===== src/rtl/nibble_serial_add_ctrl.sv =====
// nibble_serial_add_ctrl: W-bit add/subtract built from a single 4-bit adder
// slice. The slice is reused over NIBBLES cycles, LSB nibble first, and the
// carry between nibbles lives in a register.
//
// state | meaning
// ------+--------------------------------------------------------------
// IDLE  | ready for a new operation (in_ready=1)
// RUN   | adding one nibble per cycle, idx_q selects the active nibble
// DONE  | result held on sum/cout/ovf with out_valid=1 until out_ready
module nibble_serial_add_ctrl #(
  parameter int NIBBLES = 4
) (
  input  logic                 clk,
  input  logic                 rst_n,
  input  logic                 in_valid,
  output logic                 in_ready,
  input  logic [4*NIBBLES-1:0] a,
  input  logic [4*NIBBLES-1:0] b,
  input  logic                 cin,
  input  logic                 sub,
  output logic                 out_valid,
  input  logic                 out_ready,
  output logic [4*NIBBLES-1:0] sum,
  output logic                 cout,
  output logic                 ovf
);

  localparam int W     = 4 * NIBBLES;
  localparam int IDX_W = (NIBBLES > 1) ? $clog2(NIBBLES) : 1;
  localparam logic [IDX_W-1:0] LAST_IDX = IDX_W'(NIBBLES - 1);

  localparam logic [1:0] ST_IDLE = 2'd0;
  localparam logic [1:0] ST_RUN  = 2'd1;
  localparam logic [1:0] ST_DONE = 2'd2;

  logic [1:0]       state_q, state_d;
  logic [IDX_W-1:0] idx_q, idx_d;
  logic [W-1:0]     a_q, a_d;
  logic [W-1:0]     b_q, b_d;
  logic             carry_q, carry_d;
  logic [W-1:0]     sum_q, sum_d;
  logic             cout_q, cout_d;
  logic             ovf_q, ovf_d;

  logic [3:0] nib_a;
  logic [3:0] nib_b;
  logic [3:0] low3;
  logic [4:0] total;
  logic       c3;
  logic       c4;

  // Select the active nibble of A and B; constant part-selects keep the mux explicit.
  always_comb begin
    nib_a = 4'd0;
    nib_b = 4'd0;
    for (int i = 0; i < NIBBLES; i++) begin
      if (idx_q == IDX_W'(i)) begin
        nib_a = a_q[4*i +: 4];
        nib_b = b_q[4*i +: 4];
      end
    end
  end

  // The shared 4-bit slice; c3 is the carry into the nibble's top bit, used for ovf.
  always_comb begin
    low3  = {1'b0, nib_a[2:0]} + {1'b0, nib_b[2:0]} + {3'b000, carry_q};
    total = {1'b0, nib_a} + {1'b0, nib_b} + {4'b0000, carry_q};
    c3    = low3[3];
    c4    = total[4];
  end

  // Next-state and datapath update for the IDLE/RUN/DONE sequencer.
  always_comb begin
    state_d = state_q;
    idx_d   = idx_q;
    a_d     = a_q;
    b_d     = b_q;
    carry_d = carry_q;
    sum_d   = sum_q;
    cout_d  = cout_q;
    ovf_d   = ovf_q;

    case (state_q)
      ST_IDLE: begin
        if (in_valid) begin
          // Subtraction is A + ~B + 1, so B is inverted and the carry forced to 1.
          a_d     = a;
          b_d     = sub ? ~b : b;
          carry_d = sub ? 1'b1 : cin;
          idx_d   = '0;
          state_d = ST_RUN;
        end
      end
      ST_RUN: begin
        for (int i = 0; i < NIBBLES; i++) begin
          if (idx_q == IDX_W'(i)) begin
            sum_d[4*i +: 4] = total[3:0];
          end
        end
        carry_d = c4;
        if (idx_q == LAST_IDX) begin
          ovf_d   = c3 ^ c4;
          cout_d  = c4;
          state_d = ST_DONE;
        end else begin
          idx_d = idx_q + 1'b1;
        end
      end
      ST_DONE: begin
        if (out_ready) begin
          state_d = ST_IDLE;
        end
      end
      default: begin
        state_d = ST_IDLE;
      end
    endcase
  end

  // State and datapath registers; reset discards any operation in flight.
  always_ff @(posedge clk or negedge rst_n) begin
    if (!rst_n) begin
      state_q <= ST_IDLE;
      idx_q   <= '0;
      a_q     <= '0;
      b_q     <= '0;
      carry_q <= 1'b0;
      sum_q   <= '0;
      cout_q  <= 1'b0;
      ovf_q   <= 1'b0;
    end else begin
      state_q <= state_d;
      idx_q   <= idx_d;
      a_q     <= a_d;
      b_q     <= b_d;
      carry_q <= carry_d;
      sum_q   <= sum_d;
      cout_q  <= cout_d;
      ovf_q   <= ovf_d;
    end
  end

  assign in_ready  = (state_q == ST_IDLE);
  assign out_valid = (state_q == ST_DONE);
  assign sum       = sum_q;
  assign cout      = cout_q;
  assign ovf       = ovf_q;

endmodule


===== config.mk =====
export PLATFORM = sky130hd
export DESIGN_NAME = nibble_serial_add_ctrl
export DESIGN_NICKNAME = d
export VERILOG_FILES = /design/src/rtl/nibble_serial_add_ctrl.sv
export SDC_FILE = /design/constraint.sdc
export NUM_CORES = 1
export LEC_CHECK = 0
export BUFFER_PORTS_ARGS = -buffer_cell sky130_fd_sc_hd__buf_2
export CAP_MARGIN = 20
export CORE_MARGIN = 8
export CORE_UTILIZATION = 32
export CTS_CLUSTER_SIZE = 28
export DETAILED_ROUTE_END_ITERATION = 6
export PLACE_DENSITY = 0.59
export SLEW_MARGIN = 20
export SYNTH_ARGS = -nofsm -noshare
export SYNTH_HDL_FRONTEND = slang
export SYNTH_SLANG_ARGS = --single-unit

===== constraint.sdc =====
create_clock -name clk -period 6.1 [get_ports clk]
set_input_delay 1.83 -clock clk [delete_from_list [all_inputs] [get_ports clk]]
set_output_delay 1.83 -clock clk [all_outputs]
set_load 0.01 [all_outputs]

**Word level (Yosys, flattened, before mapping)**

Index checks and enable logic that the tools add are counted.

- Register bits: 55
- Latch bits: 0
- Bits in writable memories: 0
- Bits in read-only memories: 0
- Bits of input ports: 38
- Output and inout port bits: 20
- Word-level logic and storage cells: 57
- Memories: 0

- Add/sub/neg operators: 5
- Multipliers: 0
- Divide/modulo/power cells: 0
- Magnitude comparators: 0
- Equality and inequality tests: 9
- Shifts and indexed selects: 0
- Muxes and demuxes: 19
- Bitwise operators: 2
- Reductions and logical operators: 11

Operators with widths:

| kind | number |
|---|---|
| $mux W4 | 8 |
| $mux W16 | 1 |
| $not A16 Y16 | 1 |
| $reduce_and A2 Y1 | 6 |
| $mux W2 | 5 |
| $eq A2 B2 Y1 const B | 3 |
| $ne A2 B2 Y1 const B | 3 |
| $pmux W2 S3 | 1 |
| $reduce_and A3 Y1 | 2 |
| $add A4 B4 Y5 | 1 |
| $add A5 B1 Y5 | 1 |
| $add A3 B3 Y4 | 1 |
| $add A4 B1 Y4 | 1 |
| $eq A2 B1 Y1 const B | 2 |
| $logic_not A2 Y1 | 2 |
| $pmux W2 S2 | 1 |
| $add A2 B1 Y2 const B | 1 |
| $mux W1 | 2 |
| $ne A2 B1 Y1 const B | 1 |
| $pmux W1 S2 | 1 |
| $reduce_bool A2 Y1 | 1 |
| $xor A1 B1 Y1 | 1 |

**Depth between registers and ports, before layout**

- Depth in word-level cells: 8
- Gate-level depth with buffers: 13
- Gate-level depth less buffers: 12

**Worst setup path after synthesis**

OpenSTA, ideal clock, no wires.

- Path type: input port to flip-flop
- Start point: input port in_valid
- End point: register a_q[10]
- Library setup time: 125 ps
- Arrival time: 2675 ps
- Required time: 5975 ps
- Slack: 3300 ps
- Stages on the path: 3
- Path buffers: 1
- Cells stage by stage: nor3b_2 buf_6 mux2_2

- Cells in the longest elaborated chain, start to end: 1

RTL lines:

| what | RTL line | RTL |
|---|---|---|
| start, declared | 15 | `input logic in_valid,` |
| $reduce_and A2 Y1 (no line) | n/a |  |
| end signal, assigned | 125 | `a_q <= '0;` |
| end signal, assigned | 134 | `a_q <= a_d;` |
| end, declared | 38 | `logic [W-1:0] a_q, a_d;` |

No other way between the ends.
A chain may end at the register's enable or synchronous reset.

**Worst setup path in the final report**

- Start point: register idx_q[1]
- End point: register ovf_q (netlist: ovf)

- Cells in the longest elaborated chain, start to end: 8
- Elaborated cells on any way between the ends: 18
- Classes of those cells: 4 x add/sub; 3 x eq/ne; 8 x mux; 1 x bitwise; 2 x reduce/logical

RTL lines:

| what | RTL line | RTL |
|---|---|---|
| start, declared | 37 | `logic [IDX_W-1:0] idx_q, idx_d;` |
| start signal, assigned | 133 | `idx_q <= idx_d;` |
| $logic_not A2 Y1 | 57 | `if (idx_q == IDX_W'(i)) begin` |
| $mux W4 (4 in series) | 57 |  |
| $add A4 B4 Y5 / $add A3 B3 Y4 (equally long branches) | 67, 66 |  |
| $add A5 B1 Y5 / $add A4 B1 Y4 (equally long branches) | 67, 66 |  |
| $xor A1 B1 Y1 | 102 | `ovf_d = c3 ^ c4;` |
| end signal, assigned | 139 | `ovf_q <= ovf_d;` |
| end, declared | 43 | `logic ovf_q, ovf_d;` |

Parallel ways exist; a longest one is shown, timed or not.

==> flow_summary_export.csv <==
group,metric,value,unit
status,outcome,"finished, final reports clean",
die,die_h,106.8,um
place,dp_hpwl,4359,um
clocking,path_clk_slew,0.11,ns
timing,slew_headroom,53.88,%
clocking,cts_tree,"built",
synthesis,ys_seq_elements,55,
synthesis,synth.area.top_cells,"dfrtp_1 (52%), mux2_2 (11%), a21oi_1 (6.4%)",
drt,vias,1871,
drt,routed_via_density,4.608,
drt,detail-route-antenna-nets,0,
finish,seqCellArea,0.001376,sq mm
global_route,grt.total_usage,10.53,%
finish,stdcell_area,0.003087,sq mm
die,io_pins,58,
timing,fin_skew,0.01219,ns
finish,diodes,0,
drt,routed_wirelength,5743,um
finish,nets,347,
timing,drv_slew,0,
setup_path,cp.arrival,3.30,ns
synthesis,yosys.area.top_type,"dfrtp_1",
global_route,grt_pass1_wl,9597,um
die,rows,33,
setup_path,reg2reg_depth,12,
run,max_cap_violations,0,
timing,fin_crit,3.098,ns
setup_path,worst_setup_path_end_kind,"register",
setup_path,worstReg2RegEnd,"ovf",
finish,syn2layout_area_growth,16.92,%
finish,drive_gt1_share,30.90,%
setup_path,critPathLaunchType,"register",
synthesis,ys.flop_type,"dfrtp_1",
timing,fmaxAchievable,322.8,MHz
power_and_ir_drop,leakage,0.001391,uW
setup_path,required,6.30,ns
synthesis,ys_seq_area_share,52.13,%
timing,period_share,50.78,%
timing,setup_viol,0,
power_and_ir_drop,power_density,575.4,mW/mm^2
synthesis,synth_edf_count,0,
global_route,grt_pass1_vias,1936,
clocking,insertion_delay,0.32,ns
synthesis,ys_types,21,
place,place_area,0.002990,sq mm
worst_hold_path,whs_endpoint,"sum[6]",
setup_path,worstSetupPathType,"reg2reg",
finish,nFillCells,852,
setup_path,cp_max_fo,17,
die,start_util,32.62,%
synthesis,syn_avg_cell_area,10.65,sq um
place,gp_congestion,0.7473,
timing,finalHoldViolCount,0,
synthesis,ys.warnings.count,0,
clocking,cts_setup_buffers,0,
die,dieWidth,106.8,um
clocking,clockRootBuffer,"clkbuf_8",
clocking,numCtsBuffers,5,
global_route,grt_max_degree,56,
timing,rsz0062_at_grt,"false",
global_route,gr-total-overflow,0,
die,core-area,0.008093,sq mm
synthesis,synth_nets,295,
synthesis,netlist_area,0.002640,sq mm
die,dieArea,0.01141,sq mm
finish,multiInputGateArea,0.001167,sq mm
power_and_ir_drop,power,1776,uW
clocking,ctsResizeCount,0,
worst_hold_path,holdCritStartpoint,"sum[6]",
synthesis,async_reset_ff_share,100.0,%
clocking,cts_hold_buf,0,
place,port_buffers,57,
synthesis,synthCells,248,
timing,tightest_slew,0.6918,ns
synthesis,yosysMostFrequentCell,"dfrtp_1",
setup_path,rrSetupSlack,3.00,ns
worst_hold_path,hp-class,"reg2reg",
drt,firstDrtPassIters,4,
clocking,htreeDepth,2,
drt,post-route-drc-count,0,
drt,routedWlPerCell,14.15,um
synthesis,yosys-top-cells-count,"dfrtp_1 (55), a21oi_1 (34), nand2_1 (32)",
power_and_ir_drop,ir_drop,0.1619,mV
global_route,antenna_found_initial,0,
clocking,numClockSinks,55,
worst_hold_path,min_path_cells,2,
clocking,clockBufferDepth,2,
timing,setup-tns-final,0,ns
setup_path,regToRegStartpoint,"idx_q[1]",
synthesis,synth_top_area_share,52.13,%
drt,drt_iter0_markers,75,
## report_power, final
group	leakage (uW)	internal (uW)	switching [uW]
clock	0.0000463	84.5	125
combinational	0.000696	408	502
sequential	0.000649	547	108
total	0.00139	1040	736
## placed cells by master (no fill, tap or decap), drive strengths merged, types with 2 or more instances in the layout
cell and instances:
a21o 2, nand3b 8, xnor2 18, inv 5
nor2 20, ha 7, dfrtp 55, nand2b 2
clkbuf 5, a21oi 34, buf 59, fa 2
mux2 25, nand2 32, o21ai 21
## area by class of cell
cell class,count,area share (%)
clock inverters,3,0.8918
clock buffers,5,2.229
inverters,4,0.4864
well taps,105,4.256
flip-flops and latches,55,44.59
repair buffers,59,9.728
multi-input cells,175,37.82
## worst max-delay path by stage
| stage | startpoint | endpoint | cells past startpoint |
|---|---|---|---|
| after detailed placement | idx_q[1] | ovf | 12 |
| final | idx_q[1] | ovf | 12 |
| after global placement | in_valid | idx_q[0] | 5 |
| after floorplan | in_valid | a_q[10] | 3 |
| after CTS | idx_q[1] | ovf | 12 |
| after global routing | idx_q[1] | ovf | 12 |
## layer usage
metal  track usage, %  wire length (um)  part of all wire, %
met5                0                 0                    0
met4            3.015                62                  1.1
met3            3.659               387                  6.7
met2            16.21              2507                   44
met1            13.67              2786                   49
## worst max-delay path, stage by stage, from the launching register on
cell and delay [ns]:
dfrtp_1 0.41, inv_1 0.10, ha_1 0.44, nand3b_1 0.17, a21oi_1 0.07, a21oi_1 0.13, o21ai_0 0.11, fa_1 0.47
fa_1 0.42, a21o_1 0.19, a21oi_1 0.26, xnor2_1 0.15, o21ai_0 0.08
## cell families after synthesis
kind of cell | after synthesis | share of synthesized area, %
mux | 25 | 10.66
simple gates | 64 | 10.90
xor+xnor | 19 | 6.303
fa+ha+maj | 9 | 4.834
flops | 55 | 52.13
compound gates | 58 | 11.28
buf+inv | 18 | 3.886
## state kept, by name, summed over array words and instances (netlist names)
signal,cells
a_q,16
b_q,16
carry_q,1
cout,1
idx_q,2
ovf,1
state_q,2
sum,16
## stage by stage
step / hold slack, ns / util [%] / instances / setup slack (ns)
2_1_floorplan: 0.4805 / - / 248 / 3.300
3_3_place_gp: 0.4551 / 36.95 / 398 / 3.008
3_5_place_dp: 0.4681 / 36.95 / 398 / 2.981
4_1_cts: 0.4935 / 38.14 / 406 / 2.984
5_1_grt: 0.5075 / 38.14 / 406 / 2.707
6_report: 0.4863 / 38.14 / 406 / 3.002
(Power assumes the default switching activity.)
